## config.mk

```make
export PLATFORM = sky130hd
export DESIGN_NAME = fetch_unit
export DESIGN_NICKNAME = d
export VERILOG_FILES = /design/src/rtl/fetch_unit.sv
export SDC_FILE = /design/constraint.sdc
export NUM_CORES = 1
export LEC_CHECK = 0
export ABC_AREA = 1
export CAP_MARGIN = 5
export CORE_UTILIZATION = 50
export DETAILED_ROUTE_END_ITERATION = 8
export PLACE_DENSITY = 0.82
export SLEW_MARGIN = 10
export SYNTH_ARGS = -nofsm -noshare
export SYNTH_HDL_FRONTEND = slang
export SYNTH_SLANG_ARGS = --single-unit
```

## constraint.sdc

```tcl
create_clock -name clk -period 8.1 [get_ports clk]
set_input_delay 0.81 -clock clk [delete_from_list [all_inputs] [get_ports clk]]
set_output_delay 0.81 -clock clk [all_outputs]
set_load 0.1 [all_outputs]
```

## src/rtl/fetch_unit.sv

```systemverilog
// Instruction-fetch stage: owns the PC, drives the ROM address, captures the
// ROM word into the IF/ID register, and traps bad next-PC values into HALT.
module fetch_unit #(
  parameter int unsigned    DATA_WIDTH = 32,
  parameter int unsigned    ADDR_WIDTH = 8,
  parameter logic [31:0]    RESET_PC   = 32'h0000_0000,
  parameter logic [31:0]    NOP_INSTR  = 32'h0000_0013
) (
  input  logic                  clk,
  input  logic                  rst_n,
  input  logic                  stall,
  input  logic                  flush,
  input  logic                  pc_src,
  input  logic [DATA_WIDTH-1:0] pc_target,
  input  logic [DATA_WIDTH-1:0] instr_in,
  output logic [DATA_WIDTH-1:0] pc_out,
  output logic [DATA_WIDTH-1:0] ifid_instr,
  output logic [DATA_WIDTH-1:0] ifid_pc,
  output logic [DATA_WIDTH-1:0] ifid_pc_plus4,
  output logic                  ifid_valid,
  output logic                  fault,
  output logic [1:0]            fault_cause,
  output logic [DATA_WIDTH-1:0] fault_pc,
  output logic [DATA_WIDTH-1:0] fetch_count
);

  typedef enum logic [1:0] {StBoot, StRun, StHalt} state_e;

  localparam logic [DATA_WIDTH-1:0] Four     = DATA_WIDTH'(4);
  localparam logic [DATA_WIDTH-1:0] ResetPc  = RESET_PC[DATA_WIDTH-1:0];
  localparam logic [DATA_WIDTH-1:0] NopInstr = NOP_INSTR[DATA_WIDTH-1:0];

  state_e                state_q, state_d;
  logic [DATA_WIDTH-1:0] pc_q, pc_d;
  logic [DATA_WIDTH-1:0] ifid_instr_q, ifid_instr_d;
  logic [DATA_WIDTH-1:0] ifid_pc_q, ifid_pc_d;
  logic [DATA_WIDTH-1:0] ifid_pc_plus4_q, ifid_pc_plus4_d;
  logic                  ifid_valid_q, ifid_valid_d;
  logic                  fault_q, fault_d;
  logic [1:0]            fault_cause_q, fault_cause_d;
  logic [DATA_WIDTH-1:0] fault_pc_q, fault_pc_d;
  logic [DATA_WIDTH-1:0] fetch_count_q, fetch_count_d;

  logic [DATA_WIDTH-1:0] pc_plus4;
  logic [DATA_WIDTH-1:0] cand;
  logic                  cand_misaligned;
  logic                  cand_out_of_range;
  logic                  fault_hit;

  // Next-PC candidate and its fault classification.
  always_comb begin
    pc_plus4 = pc_q + Four;
    if (pc_src) begin
      cand = pc_target;
    end else if (stall) begin
      cand = pc_q;
    end else begin
      cand = pc_plus4;
    end
    cand_misaligned   = (cand[1:0] != 2'b00);
    cand_out_of_range = (cand[DATA_WIDTH-1:ADDR_WIDTH] != '0);
    // The hold value is always legal, so only a changing PC can fault.
    fault_hit = (cand != pc_q) && (cand_misaligned || cand_out_of_range);
  end

  // Next-state for FSM, PC, IF/ID and fault registers.
  always_comb begin
    state_d         = state_q;
    pc_d            = pc_q;
    ifid_instr_d    = ifid_instr_q;
    ifid_pc_d       = ifid_pc_q;
    ifid_pc_plus4_d = ifid_pc_plus4_q;
    ifid_valid_d    = ifid_valid_q;
    fault_d         = fault_q;
    fault_cause_d   = fault_cause_q;
    fault_pc_d      = fault_pc_q;
    fetch_count_d   = fetch_count_q;

    unique case (state_q)
      StBoot: begin
        state_d = StRun;
      end
      StRun: begin
        if (fault_hit) begin
          fault_d       = 1'b1;
          fault_cause_d = {cand_out_of_range, cand_misaligned};
          fault_pc_d    = cand;
          ifid_instr_d  = NopInstr;
          ifid_valid_d  = 1'b0;
          state_d       = StHalt;
        end else begin
          pc_d = cand;
          if (pc_src || flush) begin
            ifid_instr_d = NopInstr;
            ifid_valid_d = 1'b0;
          end else if (!stall) begin
            ifid_instr_d    = instr_in;
            ifid_pc_d       = pc_q;
            ifid_pc_plus4_d = pc_plus4;
            ifid_valid_d    = 1'b1;
            fetch_count_d   = fetch_count_q + 1'b1;
          end
        end
      end
      StHalt: begin
        ifid_instr_d = NopInstr;
        ifid_valid_d = 1'b0;
      end
      default: begin
        state_d = StBoot;
      end
    endcase
  end

  // State registers with synchronous active-low reset.
  always_ff @(posedge clk) begin
    if (!rst_n) begin
      state_q         <= StBoot;
      pc_q            <= ResetPc;
      ifid_instr_q    <= NopInstr;
      ifid_pc_q       <= '0;
      ifid_pc_plus4_q <= '0;
      ifid_valid_q    <= 1'b0;
      fault_q         <= 1'b0;
      fault_cause_q   <= 2'b00;
      fault_pc_q      <= '0;
      fetch_count_q   <= '0;
    end else begin
      state_q         <= state_d;
      pc_q            <= pc_d;
      ifid_instr_q    <= ifid_instr_d;
      ifid_pc_q       <= ifid_pc_d;
      ifid_pc_plus4_q <= ifid_pc_plus4_d;
      ifid_valid_q    <= ifid_valid_d;
      fault_q         <= fault_d;
      fault_cause_q   <= fault_cause_d;
      fault_pc_q      <= fault_pc_d;
      fetch_count_q   <= fetch_count_d;
    end
  end

  assign pc_out        = pc_q;
  assign ifid_instr    = ifid_instr_q;
  assign ifid_pc       = ifid_pc_q;
  assign ifid_pc_plus4 = ifid_pc_plus4_q;
  assign ifid_valid    = ifid_valid_q;
  assign fault         = fault_q;
  assign fault_cause   = fault_cause_q;
  assign fault_pc      = fault_pc_q;
  assign fetch_count   = fetch_count_q;

endmodule

```

==> results.md, run 1 <==
- Main synth FF type: dfxtp_1
- CTS tree: yes
- Clock root buffer: clkbuf_16
- CTS Buf Count: 17
- Cell taking the most area after synthesis: dfxtp_1
- Leakage Power: between 5 and 6 nW
- Cell area after synthesis: 0.0101 mm2
- Die Ht: 144 um
- Seq/Total Area, Yosys: between 30% and 40%
- Routed WL per cell: 15.1 um
- # diodes: 0
- Drt first pass iters: 6
- Synth top area share: 38.7%
- Final setup violation count: 0
- GRT Overall Usage: between 20 and 30%
- Setup TNS: 0 ns
- Sink Count: 196
- Fill cells: 1764
- Area of the multi-input gates: 0.00537 mm2
- Via Count: 11.0k
- Asr flop ratio synth: 0%
- Max Slew Vio Count: 0
- Warnings, synthesis: 0
- Synth cell count leaders: nand2_1, dfxtp_1, a21oi_1
- DR iter-0 viols: 891
- Headroom to the max-slew limit: between 15 and 20%
- Die W: 144 um
- Count leader, synth: nand2_1
- Fin nets: 1852
- VDD IR-drop max: 0.000148 V
- Post-route antenna net violation count: 0
- Pwr per Cell Area: 171 mW/mm2
- Share of post-route cells with drive strength above 1: under 10%
- Post-synth EDFFs: 0
- Hold crit path type: reg2reg
- Avg Cell Area, Syn: 6.42 um2
- Later-pin clock latency in the skew report: 0.44 ns
- Largest net degree at the start of global routing: 90
- Max-Cap Viols: 0
- Pwr Total: 2.29 mW
- Worst endpoint data arrival time: 6.10 ns
- Syn Inst Count: roughly 1.6k
- Post-layout min period: 5.73 ns
- Initial Util: 51.6%
- GP Congestion: just under 1
- Final worst-path cycle share: 70.8%
- CP required: 8.46 ns
- Max Buffers Root-to-Sink: 2
- Detailed-route DRC error count: 0
- Reg clk slew, reported paths: 0.08 ns
- Htree depth: 4
- Achievable frequency: 174 MHz
- Core area: around 0.02 mm2
- Worst slew pin tran: 1.20 ns
- Post-CTS sizing: 0
- Via density per instance: around 5.4
- CP Launch Type: input port
- Port bufs: 264
- # rows: 51
- DPL Wire Length: about 22000 um
- Crit Path Class: in2reg
- Final hold violations: 0
- Critical Path End Type: register
- Synth area leaders: dfxtp_1, nand2_1, a21oi_1, nand3_1, nor2_1
- GRT Residual Overflow: 0
- Syn Nets: 1653
- Status: complete, no violations
- IO Count: 265
- Register bit count reported by yosys: 196
- Die area: about 0.021 mm2
- Sequential Area: 0.00392 mm2
- RSZ-0062 raised after global routing: no
- Final WL: 31000 um
- Crit-path max FO: 61
- Hold_buf cts: 0
- Synth-to-Final Area Change: 31.7%
- Post-synth cell types: 35
- Vias in the first global route: 9995
- Setup Buffers After CTS: 0
- Clock Skews: 0.0135 ns
- Initial antenna violation count: 0
- First-pass GRT wire length: ~49000 um
cell type report:
type	instances	area share [%]
multi-input cells	1184	40.2
repair buffers	272	20.2
flip-flops and latches	196	29.4
clock inverters	15	1.48
inverters	107	3.06
well taps	265	2.48
clock buffers	17	3.19
placed cells by master (no fill, tap or decap), drive strengths merged:
master / synthesis / layout
nor3b: 1 / 1
inv: 105 / 110
nand4: 13 / 13
a21oi: 194 / 194
nand3b: 3 / 3
nor2: 186 / 186
clkinvlp: 0 / 1
clkdlybuf4s50: 0 / 263
xnor2: 10 / 10
nand2: 512 / 512
o2111ai: 1 / 1
dfxtp: 196 / 196
clkbuf: 52 / 17
o211ai: 2 / 2
o21a: 1 / 1
clkinv: 2 / 11
or2: 4 / 4
and2: 3 / 3
nor4: 5 / 5
xor2: 25 / 25
nand3: 161 / 161
buf: 40 / 9
nor3: 14 / 14
o21ai: 44 / 44
ha: 5 / 5
registers in the layout, summed over array words and instances (netlist names):
signal and cells:
fault 1, fault_cause 2, fault_pc 32, fetch_count 32
ifid_instr 32, ifid_pc 32, ifid_pc_plus4 30, ifid_valid 1
pc_out 32, state_q 2
per-stage QoR:
step | hold slack (ns) | std cells | instance area [um2] | utilization (%) | setup WS (ns)
2_1_floorplan | 0.456 | 1579 | 10100 | - | 4.54
3_3_place_gp | 0.425 | 2024 | 12700 | 64.8 | 2.09
3_5_place_dp | 0.430 | 2024 | 12700 | 64.8 | 1.96
4_1_cts | 0.443 | 2056 | 13400 | 67.9 | 2.39
5_1_grt | 0.455 | 2056 | 13400 | 67.9 | 1.88
6_report | 0.442 | 2056 | 13400 | 67.9 | 2.37
worst paths after layout:
kind	startpoint	endpoint	slack, ns	cells past startpoint
worst max register to register	pc_out[2]$_SDFFE_PN0P_	ifid_pc[30]$_SDFFE_PN0P_	2.40	23
worst min register to register	ifid_pc_plus4[15]$_SDFFE_PN0P_	ifid_pc_plus4[15]$_SDFFE_PN0P_	0.44	2
worst max-delay path	stall	ifid_pc[30]$_SDFFE_PN0P_	2.37	19
worst min-delay path	ifid_pc_plus4[15]$_SDFFE_PN0P_	ifid_pc_plus4[15]$_SDFFE_PN0P_	0.44	2
metal layers:
| metal | share of wire, % | wire length, um | up-vias | GRT usage [%] |
|---|---|---|---|---|
| li1 | - | - | 5464 | - |
| met1 | 41 | 12600 | 4976 | 35.4 |
| met2 | 48 | 14800 | 490 | 49.1 |
| met3 | 8.4 | 2600 | 86 | 7.78 |
| met4 | 3.4 | 1050 | 0 | 11.7 |
| met5 | 0 | 0 | - | 0 |
worst max-delay path, stage by stage:
cell and delay, ns:
clkdlybuf4s50_1 0.45, buf_4 0.37, inv_2 0.33, nand3_1 0.17, nand2_1 0.08, nand2_1 0.12
nand2_1 0.07, nand2_1 0.07, nor2_1 0.06, nand2_1 0.08, nor2_1 0.08, nand3_1 0.18
nand2_2 0.41, nand2_4 0.64, clkinv_4 0.46, nand2_2 0.95, buf_4 0.46, nand2_1 0.11
a21oi_1 0.13
logic make-up (layout without fill, tap and decap cells):
kind of cell	Yosys count	after routing	synth area share, %
compound gates	242	242	12.1
xor+xnor	35	35	3.02
fa+ha+maj	5	5	0.617
buf+inv	199	411	8.40
simple gates	902	902	37.1
flops	196	196	38.7
power breakdown:
part	total, mW	leakage, nW	switching [mW]	internal [mW]
clock	0.874	0.297	0.448	0.425
sequential	0.996	1.58	0.0118	0.984
combinational	0.418	3.13	0.310	0.108
Note: power is estimated with default switching activity, not from simulation.
==> run 2: changes to the inputs <==
CORE_UTILIZATION = 49   (was 50)
PLACE_DENSITY = 0.8   (was 0.82)
clock period = 5.84 ns   (was 8.1 ns; I/O delays follow)
==> run 2 against run 1 <==
  * Register-to-register slack got worse by 1.5 ns
  * Via count decreased by 0.97%
  * Flip-flop and latch count unchanged
  * Sequential power increased by 39%
  * Utilization decreased by 1.7 points
  * Setup slack got worse by 1.5 ns
  * Non-clock buffer count increased by 2
  * Wire length decreased by 0.12%
  * Combinational power increased by 39%
  * Hold slack got worse by 0.00078 ns
  * Count of clock-buffer cells in the layout unchanged
==> results.md, run 2 (same netlist as run 1, synthesis figures left out) <==
- Vias in the first global route: 10.2k
- Die W: 146 um
- Worst setup margin: ~0.88 ns
- Setup Buffers After CTS: 0
- Clock power frac: 39.0%
- Achievable frequency: 202 MHz
- # rows: 52
- DPL Wire Length: around 22000 um
- Max Slew Vio Count: 0
- First-pass GRT wire length: slightly above 50000 um
- Hold_buf cts: 0
- Post-layout min period: 4.96 ns
- Hold crit path type: reg2reg
- RSZ-0062 raised after global routing: no
- Critical Path End Type: register
- Crit-path max FO: 61
- Sink Count: 196
- Switching share of total power: 34.1%
- Max Buffers Root-to-Sink: 2
- RR Startpoint: pc_out[2]$_SDFFE_PN0P_
- Die area: 0.0213 mm2
- Leakage Power: slightly above 5 nW
- Share of post-route cells with drive strength above 1: 4.07%
- Die Ht: 146 um
- GP Congestion: between 0.9 and 1
- Commonest non-fill, non-tap cell in the layout: nand2_1
- Crit Path Class: reg2reg
- Clock root buffer: clkbuf_16
- # diodes: 0
- Fill cells: 1827
- Sw Pwr: 1.10 mW
- Final WL: between 30000 and 40000 um
- Drt first pass iters: 7
- Post-CTS sizing: 0
- Commonest cells after routing, fill and taps aside: nand2_1, clkdlybuf4s50_1, dfxtp_1, a21oi_1, nor2_1
- Final Core Density: 66.2%
- Max-Cap Viols: 0
- DR iter-0 viols: 808
- Seq pwr share: 42.9%
- Combinational power share: between 15 and 20%
- IO Count: 265
- Hold path cells: 2
- CTS Buf Count: 17
- Initial antenna violation count: 0
- Worst setup path endpoint: ifid_pc[22]$_SDFFE_PN0P_
- Initial Util: roughly half
- Status: complete, no violations
- Core area: 0.0202 mm2
- Headroom to the max-slew limit: 25.7%
- Area after DPL: 0.0127 mm2
- Fin nets: ~1.9k
- Sequential Area: 0.00392 mm2
- GRT Residual Overflow: 0
- Later-pin clock latency in the skew report: 0.44 ns
- Worst r2r path cells: 22
- Via Count: 10.9k
- Reg-to-reg critical path endpoint: ifid_pc[22]$_SDFFE_PN0P_
- Detailed-route DRC error count: 0
- Clock Skews: 0.0156 ns
- CP Launch Type: register
- Htree depth: 4
- Via density per instance: 5.29
- Finished Cell Area: between 0.01 and 0.015 mm2
- GRT Overall Usage: 29.0%
- CP Launch Point: pc_out[2]$_SDFFE_PN0P_
- Routed WL per cell: between 15 and 20 um
- Final worst-path cycle share: 84.9%
- CP required: about 6.2 ns
- Final setup violation count: 0
- Largest net degree at the start of global routing: 88
- VDD IR-drop max: 0.000216 V
- Post-route antenna net violation count: 0
- Pwr per Cell Area: between 200 and 250 mW/mm2
- Final hold violations: 0
- Place WS: 0.786 ns
- Worst endpoint data arrival time: 5.33 ns
- Area of the multi-input gates: between 0.005 and 0.006 mm2
- Reg2reg setup slack: 0.88 ns
- Pwr Total: 3.22 mW
- Port bufs: 264
- Worst slew pin tran: 1.11 ns
- CTS tree: yes
- Reg clk slew, reported paths: 0.09 ns
- Synth-to-Final Area Change: 32.2%
- Setup TNS: 0 ns
- Power Internal: between 2 and 2.5 mW
[run 2: cell count changes in the layout (fill, tap and decap cells not counted)]
| cell | change |
|---|---|
| inv_8 | -3 |
| clkinvlp_4 | -1 |
| inv_16 | +2 |
| clkinv_8 | +1 |
| inv_12 | +1 |
| inv_6 | +2 |
| clkinv_1 | -1 |
| buf_4 | +2 |
| clkinv_4 | -2 |
| inv_1 | +1 |
[run 2: worst max-delay path, stage by stage, from the launching register on]
cell and delay, ns:
dfxtp_1 0.49, ha_1 0.24, nand2_1 0.11, nor2_4 0.22, nand2_2 0.16, nor2_2 0.25
nand3_1 0.11, nand3_1 0.10, nand2_1 0.08, nand2_1 0.11, nand2_1 0.07, nand2_1 0.06
nor2_1 0.04, nand2_1 0.07, nor2_1 0.07, nand3_1 0.12, nand2_2 0.08, nand2_4 0.45
clkinv_4 0.47, nand2_2 0.79, buf_4 0.53, nand2_1 0.11, a21oi_1 0.13
[run 2: worst min-delay path by stage]
stage	from	to	slack, ns
finish	ifid_pc_plus4[13]$_SDFFE_PN0P_	ifid_pc_plus4[13]$_SDFFE_PN0P_	0.44
global route	ifid_pc_plus4[13]$_SDFFE_PN0P_	ifid_pc_plus4[13]$_SDFFE_PN0P_	0.46
CTS	ifid_pc_plus4[13]$_SDFFE_PN0P_	ifid_pc_plus4[13]$_SDFFE_PN0P_	0.45
detailed placement	ifid_pc_plus4[21]$_SDFFE_PN0P_	ifid_pc_plus4[21]$_SDFFE_PN0P_	0.43
global placement	ifid_pc_plus4[23]$_SDFFE_PN0P_	ifid_pc_plus4[23]$_SDFFE_PN0P_	0.42
floorplan	state_q[1]$_SDFFE_PN0P_	state_q[1]$_SDFFE_PN0P_	0.46
[run 2: final cells by class]
| cell class | instances | share of cell area (%) |
|---|---|---|
| clock inverter | 15 | 1.71 |
| timing repair buffer | 274 | 20.2 |
| multi-input combinational | 1184 | 40.0 |
| clock buffer | 17 | 3.17 |
| sequential | 196 | 29.3 |
| inverter | 107 | 3.05 |
| tap | 270 | 2.52 |
[run 2: stage by stage]
stage	hold slack [ns]	instances
after floorplan	0.456	1579
after global placement	0.425	2031
after detailed placement	0.428	2031
after CTS	0.446	2063
after global routing	0.463	2063
final	0.442	2063
[run 2: metal layers]
layer	up-vias	wire, um	GRT usage, %
met5	-	0	0
met4	0	1100	12.7
met3	74	2940	8.71
met2	453	14200	47.4
met1	4924	12700	35.3
li1	5458	-	-
[run 2: power by group through the flow]
stage               registers (mW)  logic (mW)  clock network, mW
global route                  1.39       0.622               1.34
CTS                           1.38       0.580               1.28
detailed placement            1.41       0.578                  0
finish                        1.38       0.582               1.26
floorplan                     1.61       0.218                  0
global placement              1.41       0.574                  0
==> run 3: changes to the inputs <==
CORE_UTILIZATION = 45   (was 49)
PLACE_DENSITY = 0.78   (was 0.8)
clock period = 4.1 ns   (was 5.84 ns; I/O delays follow)
==> run 3 against run 2 <==
  * The flow now finishes with violations (design-rule violations)
  * Critical path depth is 1 lower
  * Largest cell class unchanged
  * Cell area is 1.0% higher
  * Combinational power is 47% higher
  * Setup slack worse by 0.52 ns
==> results.md, run 3 (same netlist as run 1, synthesis figures left out) <==
- Status: finished with violations
- Failing checks: design-rule violations
- WP buf/inv: 2
- Max-Cap Viols: 0
- Die W: between 150 and 200 um
- Final Core Density: 61.7%
- Worst endpoint data arrival time: ~4.0 ns
- Hold crit path type: reg2reg
- Htree depth: 4
- Vias in the first global route: 9859
- Die Ht: 152 um
- CP top delay family: simple AND/OR/NAND/NOR gates
- Core area: 0.0220 mm2
- Slowest-stage cell, CP: dfxtp_1
- CTS Buf Count: 17
- Power Internal: 3.06 mW
- Achievable frequency: approximately 270 MHz
- Crit Path Class: reg2reg
- Worst slew pin tran: 1.19 ns
- Routed WL per cell: 15.5 um
- Setup Buffers After CTS: 0
- Combinational power share: between 10% and 20%
- Via density per instance: 5.26
- Sink Count: 196
- GRT Residual Overflow: 0
- GP Congestion: ~0.93
- DPL Wire Length: between 20000 and 25000 um
- Worst r2r path cells: 21
- Seq pwr share: 42.0%
- Crit-path max FO: 87
- Final worst-path cycle share: 91.1%
- Pwr per Cell Area: 346 mW/mm2
- VDD IR-drop max: 0.000260 V
- Clock Skews: 0.0147 ns
- Setup TNS: 0 ns
- Sw Pwr: 1.63 mW
- Post-route antenna net violation count: 0
- Stages on the worst setup path: 21
- Critical Path End Type: register
- Detailed-route DRC error count: 29
- Leakage Power: 5.11 nW
- Fin nets: 1863
- CTS tree: yes
- Crit path cell chain: ha_1 -> nand2_1 -> nor2_4 -> nand2_2 -> nor2_4 -> nand2_1 -> nand2_1 -> nand3_1 -> nand2_1 -> nand2_1 -> nor2_1 -> nand2_1 -> nor2_1 -> nand4_1 -> nand2_2 -> nand2_4 -> clkinv_4 -> nand2_2 -> buf_12 -> nand2_1 -> a21oi_1
- Port bufs: about 260
- Headroom to the max-slew limit: a little over a fifth
- Switching share of total power: a little over a third
- CP required: approximately 4.4 ns
- # rows: 54
- First-pass GRT wire length: between 50000 and 60000 um
- Final WL: 32300 um
- Reg clk slew, reported paths: 0.09 ns
- RSZ-0062 raised after global routing: yes
- CP Launch Type: register
- Final hold violations: 0
- Pwr Total: 4.69 mW
- Synth-to-Final Area Change: 33.6%
- Initial Util: 46.2%
- Post-layout min period: between 3 and 4 ns
- Initial antenna violation count: 1
- IO Count: 265
- DR iter-0 viols: 677
- Fill cells: about 2.0k
- GRT Overall Usage: 27.3%
- Commonest cells after routing, fill and taps aside: nand2_1, clkdlybuf4s50_1, dfxtp_1, a21oi_1, nor2_1
- Slowest stage delay, CP: 0.47 ns
- Crit-path most repeated cell: nand2_1
- Clock power frac: 39.8%
- Die area: 0.0231 mm2
- Drt first pass iters: 7
- Final setup violation count: 0
- Clock root buffer: clkbuf_16
- Later-pin clock latency in the skew report: 0.45 ns
- Max Slew Vio Count: 0
- Largest net degree at the start of global routing: between 80 and 90
- Via Count: 10.9k
- Max Buffers Root-to-Sink: 2
- Hold path cells: 2
- Commonest non-fill, non-tap cell in the layout: nand2_1
- Share of post-route cells with drive strength above 1: under 10%
==> run 3: cell types whose count changed in the layout (fill, tap and decap cells not counted) <==
cell / delta
inv_8: +2
clkinv_8: -6
diode_2: +1
buf_4: +4
buf_6: +1
inv_6: -1
inv_12: +4
buf_12: +4
inv_16: +1
==> run 3: metal layers <==
metal | wire (um) | vias up | track usage (%)
li1 | - | 5478 | -
met1 | 13600 | 5017 | 33.9
met2 | 15200 | 396 | 45.2
met3 | 2600 | 58 | 7.22
met4 | 930 | 0 | 10.7
met5 | 0 | - | 0
==> run 3: worst paths after layout <==
check                                         to                      startpoint  slack [ns]
hold / removal    ifid_pc_plus4[18]$_SDFFE_PN0P_  ifid_pc_plus4[18]$_SDFFE_PN0P_        0.44
setup reg to reg     fetch_count[9]$_SDFFE_PN0P_          pc_out[3]$_SDFFE_PN0P_        0.37
setup / recovery     fetch_count[9]$_SDFFE_PN0P_          pc_out[3]$_SDFFE_PN0P_        0.37
hold reg to reg   ifid_pc_plus4[18]$_SDFFE_PN0P_  ifid_pc_plus4[18]$_SDFFE_PN0P_        0.44
==> run 3: timing repair <==
action / in CTS / in global routing
hold buffers: 0 / 0
gates resized for setup: 0 / 1
endpoints found under the setup margin: 0 / 3
==> run 3: area by class of cell <==
cell class	instances	area [um2]	share of cell area [%]
Multi-Input combinational cell	1184	5370	39.6
Clock inverter	15	230	1.70
Timing Repair Buffer	283	2830	20.9
Antenna cell	1	2.50	0.0185
Inverter	107	409	3.02
Sequential cell	196	3920	29.0
Tap cell	280	350	2.59
Clock buffer	17	425	3.14
==> run 3: metrics by stage <==
step	cells	area (um2)	hold slack (ns)	worst slack, ns
2_1_floorplan	1579	10100	0.456	0.544
3_3_place_gp	2050	12900	0.425	0.490
3_5_place_dp	2050	12900	0.428	0.412
5_1_grt	2083	13500	0.466	-0.00884
6_report	2083	13500	0.441	0.366
4_1_cts	2082	13500	0.443	0.385
==> run 3: power groups by stage <==
stage | Combinational, mW | Clock, mW | Sequential (mW)
floorplan | 0.310 | 0 | 2.29
finish | 0.853 | 1.86 | 1.97
CTS | 0.852 | 1.89 | 1.97
global route | 0.907 | 1.98 | 1.97
detailed placement | 0.850 | 0 | 2.01
global placement | 0.845 | 0 | 2.01
==> run 3: worst min-delay path: stages, from the launching register on <==
cell,delay (ns)
dfxtp_1,0.32
nand2_1,0.06
nor2_1,0.03
